`src/rtl/store_align_queue.sv`:
```
// Store path: aligns sb/sh/sw/sd onto word lanes with a byte strobe and queues them in order for memory.
// One cycle from accept to mem_valid; req_ready = !full and mem_valid = !empty, both from registered state only.
module store_align_queue #(
  parameter int XLEN  = 64,
  parameter int DEPTH = 4,
  localparam int NB   = XLEN / 8,
  localparam int OW   = $clog2(NB),
  localparam int AW   = $clog2(DEPTH)
) (
  input  logic            clk,
  input  logic            rst_n,
  input  logic            req_valid,
  output logic            req_ready,
  input  logic [2:0]      req_funct3,
  input  logic [XLEN-1:0] req_addr,
  input  logic [XLEN-1:0] req_data,
  input  logic            flush,
  output logic            misalign_err,
  output logic            mem_valid,
  input  logic            mem_ready,
  output logic [XLEN-1:0] mem_addr,
  output logic [XLEN-1:0] mem_wdata,
  output logic [NB-1:0]   mem_wstrb,
  output logic [AW:0]     count
);
  typedef struct packed {
    logic [XLEN-1:0] addr;
    logic [XLEN-1:0] data;
    logic [NB-1:0]   strb;
  } ent_t;

  localparam logic [2:0] MAXF = 3'(OW);

  logic [OW-1:0]   off;
  logic [NB-1:0]   lane;
  logic [XLEN-1:0] dm;
  logic            mis;
  logic            legal;
  logic            acc;
  logic            push;
  logic            pop;
  logic            full;
  logic            empty;
  ent_t            din;
  ent_t            head;

  assign off = req_addr[OW-1:0];

  // lane[i] marks the low bytes of the source register covered by the store size
  always_comb begin
    lane = '0;
    dm   = '0;
    mis  = 1'b0;
    for (int i = 0; i < NB; i++) begin
      lane[i]      = (i < (1 << req_funct3[1:0]));
      dm[8*i +: 8] = lane[i] ? req_data[8*i +: 8] : 8'h00;
    end
    for (int j = 0; j < OW; j++) begin
      if (off[j] && (j < int'(req_funct3[1:0]))) mis = 1'b1;
    end
  end

  assign legal     = (req_funct3 <= MAXF) && !mis;
  assign din.addr  = {req_addr[XLEN-1:OW], {OW{1'b0}}};
  assign din.data  = dm << {off, 3'b000};
  assign din.strb  = lane << off;

  assign req_ready = !full;
  assign mem_valid = !empty;
  assign acc       = req_valid && req_ready;
  assign push      = acc && legal;
  assign pop       = mem_valid && mem_ready;

  fifo #(.W($bits(ent_t)), .DEPTH(DEPTH)) u_fifo (
    .clk   (clk),
    .rst_n (rst_n),
    .flush (flush),
    .push  (push),
    .pop   (pop),
    .din   (din),
    .dout  (head),
    .full  (full),
    .empty (empty),
    .count (count)
  );

  assign mem_addr  = head.addr;
  assign mem_wdata = head.data;
  assign mem_wstrb = empty ? '0 : head.strb;

  // a request swallowed by flush never reports an error
  always_ff @(posedge clk or negedge rst_n) begin
    if (!rst_n) misalign_err <= 1'b0;
    else        misalign_err <= acc && !legal && !flush;
  end
endmodule

// Generic in-order FIFO with synchronous flush; storage is cleared on reset so dout is never X.
// Registered one-cycle write-to-read; caller must not push when full nor pop when empty.
module fifo #(
  parameter int W     = 8,
  parameter int DEPTH = 4,
  localparam int AW   = $clog2(DEPTH)
) (
  input  logic         clk,
  input  logic         rst_n,
  input  logic         flush,
  input  logic         push,
  input  logic         pop,
  input  logic [W-1:0] din,
  output logic [W-1:0] dout,
  output logic         full,
  output logic         empty,
  output logic [AW:0]  count
);
  logic [W-1:0]  mem [DEPTH];
  logic [AW-1:0] wr;
  logic [AW-1:0] rd;

  always_ff @(posedge clk or negedge rst_n) begin
    if (!rst_n) begin
      wr    <= '0;
      rd    <= '0;
      count <= '0;
      for (int i = 0; i < DEPTH; i++) mem[i] <= '0;
    end else if (flush) begin
      wr    <= '0;
      rd    <= '0;
      count <= '0;
    end else begin
      if (push) begin
        mem[wr] <= din;
        wr      <= wr + 1'b1;
      end
      if (pop) rd <= rd + 1'b1;
      if (push && !pop)      count <= count + 1'b1;
      else if (!push && pop) count <= count - 1'b1;
    end
  end

  assign dout  = mem[rd];
  assign full  = (count == (AW + 1)'(DEPTH));
  assign empty = (count == '0);
endmodule

```
`config.mk`:
```
export PLATFORM = sky130hd
export DESIGN_NAME = store_align_queue
export DESIGN_NICKNAME = d
export VERILOG_FILES = /design/src/rtl/store_align_queue.sv
export SDC_FILE = /design/constraint.sdc
export NUM_CORES = 1
export LEC_CHECK = 0
export ABC_AREA = 0
export BUFFER_PORTS_ARGS = -buffer_cell sky130_fd_sc_hd__buf_2
export CAP_MARGIN = 20
export CORE_MARGIN = 1.5
export CORE_UTILIZATION = 35
export CTS_CLUSTER_DIAMETER = 80
export DETAILED_ROUTE_END_ITERATION = 6
export PLACE_DENSITY = 0.58
export SLEW_MARGIN = 25
export SYNTH_ARGS = -nofsm -noshare
export SYNTH_HDL_FRONTEND = slang
export SYNTH_SLANG_ARGS = --single-unit
```
`constraint.sdc`:
```
create_clock -name clk -period 2.25 [get_ports clk]
set_clock_uncertainty 0.05 [all_clocks]
set_input_delay 0.1125 -clock clk [delete_from_list [all_inputs] [get_ports clk]]
set_output_delay 0.1125 -clock clk [all_outputs]
set_load 0.05 [all_outputs]
```
==> reports/summary.txt <==
top_reg_cell synth -> dfrtp_1
worst endpoint data arrival time -> 2.29 ns
worst skew pair latency -> 0.62 ns
Fmax -> 0.409 GHz
Syn Inst Count -> 1813
Post-DRT Antenna Nets -> 0
vias in the first global route -> 19067
Setup violations, final -> 126
per-cell routed wire length -> 24.3 microns
detailed-route via count -> 18013
worst path required time -> 2.09 ns
Critical Path Source Type -> flip-flop
Total GRT Usage -> 20.6%
CTS tree -> yes
RSZ-0062 raised after global routing -> true
Worst Hold Class -> input pin to async pin
first-pass GRT wire length -> 119 mm
H-tree depth -> 2
gpl congestion -> 0.883
CP Capture Type -> primary output
Max stage delay cell, worst path -> mux4_2
Max stage delay on crit path -> 0.57 ns
worst hold margin -> 0.0269 ns
worst setup margin -> -0.198 ns
most frequent cells after synthesis -> dfrtp_1, mux2_2, mux4_2
Post-DP Area -> 0.0293 sq mm
drt pass-1 iters -> 7
final-stage net count -> 2384
Tcrit/Tclk final -> 109%
run status -> complete, but fails checks
GRT overflow -> 0
Crit Path Class -> flip-flop to primary output
yosys warns -> 0
Netlist Area Pre-Place -> 0.0259 sq mm
synth unique cells -> 63
vias per cell -> 5.54
most used cell, CP -> buf_12
TritonCTS Sinks -> 540
final instance area -> 0.0335 sq mm
Crit Path Max Fanout -> 7
share of cells above drive strength 1 -> 46.2%
Initial Util -> 35.5%
wirelength, routed -> 79.2 mm
Core Util, Final -> 45.8%
Core Region -> 0.0731 sq mm
Async SR Flop Fraction -> 100%
Synth Register Bits -> 540
Area Growth Syn to Fin -> 29.0%
HPWL Detailed -> 53.2 mm
Mapped Avg Cell Area -> 14.3 sq um
crit path cell chain -> buf_12, buf_12, buf_16, mux4_2, buf_6
IO Port Bufs -> 274
Worst slew margin -> 51.9%
crit path time final -> 2.45 ns
FP Rows -> 99
die height -> 275 microns
leakage -> 15.3 nW
PwrDens -> 1080 mW/mm^2
failing checks -> DRC, setup timing
Slew Limit Fails -> 0
Least-Margin Pin Slew -> 0.722 ns
CTS root buffer -> clkbuf_16
max_cap viols -> 0
IO Count -> 278
Post-synth EDFFs -> 0
Synth area leaders -> dfrtp_1, mux2_2, mux4_2
top-count cell post-synth -> dfrtp_1
top cell type's share of synthesized area -> 52.1%
initial antenna violation count -> 4
# DRC -> 13
Die X -> 275 microns
maximum clock insertion buffer count -> 3
peak supply drop -> 0.726 mV
register area share after synthesis -> 52.1%
Iter 0 DRT Violations -> 1324
number of failing hold endpoints at the final stage -> 0
Die Area -> 0.0757 sq mm
number of buffers created by CTS -> 59
largest net degree at the start of global routing -> 82
Setup WS pre-CTS -> -0.0658 ns
Clk pin slew, worst setup/hold paths -> 0.06 ns
post-synth top area cell -> dfrtp_1
-- report_power, final --
| part | switching [W] | internal [W] | leakage, nW | total (W) |
|---|---|---|---|---|
| logic | 0.00845 | 0.00634 | 6.96 | 0.0148 |
| registers | 0.000643 | 0.0109 | 7.33 | 0.0116 |
| clock network | 0.00403 | 0.00566 | 0.976 | 0.00969 |
-- worst max-delay path, delay by kind of cell (launching register included) --
family	cells	cell delay [ns]
buffers and inverters	4	0.63
muxes	1	0.57
DFF	1	0.45
-- kinds of logic (layout without fill, tap and decap cells) --
group | count (synthesis) | after routing | share of synthesized area [%]
buffers and inverters | 170 | 648 | 3.73
AND/OR/NAND/NOR | 128 | 128 | 3.02
multiplexers | 577 | 577 | 31.0
other | 1 | 5 | 0.0145
AO/OA/AOI/OAI | 390 | 390 | 9.81
adder cells (fa/ha/maj) | 5 | 5 | 0.270
flip-flops | 540 | 540 | 52.1
XOR/XNOR | 2 | 2 | 0.0676
-- worst paths after layout --
| check | cells after the start | slack, ns | endpoint | startpoint |
|---|---|---|---|---|
| max in group asynchronous | 3 | 1.20 | u_fifo.mem[406] | rst_n |
| hold reg to reg | 1 | 0.43 | u_fifo.mem[125] | u_fifo.mem[125] |
| setup / recovery | 5 | -0.20 | mem_wdata[9] | u_fifo.rd[0] |
| hold / removal | 2 | 0.03 | u_fifo.count[2] | rst_n |
| setup reg to reg | 8 | 0.04 | u_fifo.count[2] | u_fifo.count[1] |
| min in group clk | 4 | 0.03 | u_fifo.mem[318] | req_data[6] |
-- cell type report --
cell class	instances	area [sq um]
Fill cell	6423	39600
Sequential cell	540	13500
Multi-Input combinational cell	1105	11600
Timing Repair Buffer	524	5130
Clock buffer	85	1730
Tap cell	959	1200
Clock inverter	26	229
Inverter	13	48.8
Antenna cell	2	5.00
-- per-layer routing --
layer | share of wire (%) | vias up | global-route usage, %
met4 | 3.2 | 4 | 6.89
met1 | 43 | 9506 | 28.0
met2 | 48 | 551 | 33.1
met3 | 5.8 | 132 | 3.66
li1 | - | 7820 | -
met5 | 0.027 | - | 0
-- registers in the layout, indices dropped and copies added (netlist names) --
name,cells
u_fifo.mem,532
misalign_err,1
u_fifo.rd,2
u_fifo.count,3
u_fifo.wr,2
-- layout by cell type (no fill, tap or decap), types with 25 or more instances in the layout --
cell | synthesis | layout
a21oi_1 | 46 | 46
a22o_1 | 25 | 25
a31oi_1 | 39 | 39
buf_12 | 1 | 42
buf_2 | 40 | 148
buf_4 | 34 | 123
buf_6 | 15 | 106
clkbuf_16 | 0 | 65
dfrtp_1 | 540 | 535
dlygate4sd3_1 | 0 | 69
mux2_1 | 67 | 67
mux2_2 | 316 | 316
mux2i_1 | 40 | 40
mux4_2 | 133 | 133
nor2_1 | 25 | 25
o21ai_0 | 126 | 125
o2bb2ai_1 | 40 | 40
o31ai_1 | 33 | 33
-- through the flow --
step           instances  setup TNS (ns)  total power (W)
3_5_place_dp        3045          -0.145           0.0238
2_1_floorplan       1815          -0.262           0.0202
6_report            3254          -16.44           0.0361
3_3_place_gp        3045         -0.0915           0.0236
5_1_grt             3254          -23.70           0.0375
4_1_cts             3244          -21.87           0.0360
-- what timing repair did --
action                                  in CTS  in global routing
hold buffers                                69                  0
pin swaps                                    3                  8
resized for setup                          269                 40
buffers inserted                            14                  4
hold endpoints to repair                   704                  0
endpoints found under the setup margin     135                140
gates cloned                                 7                  5
(Power assumes the default switching activity.)
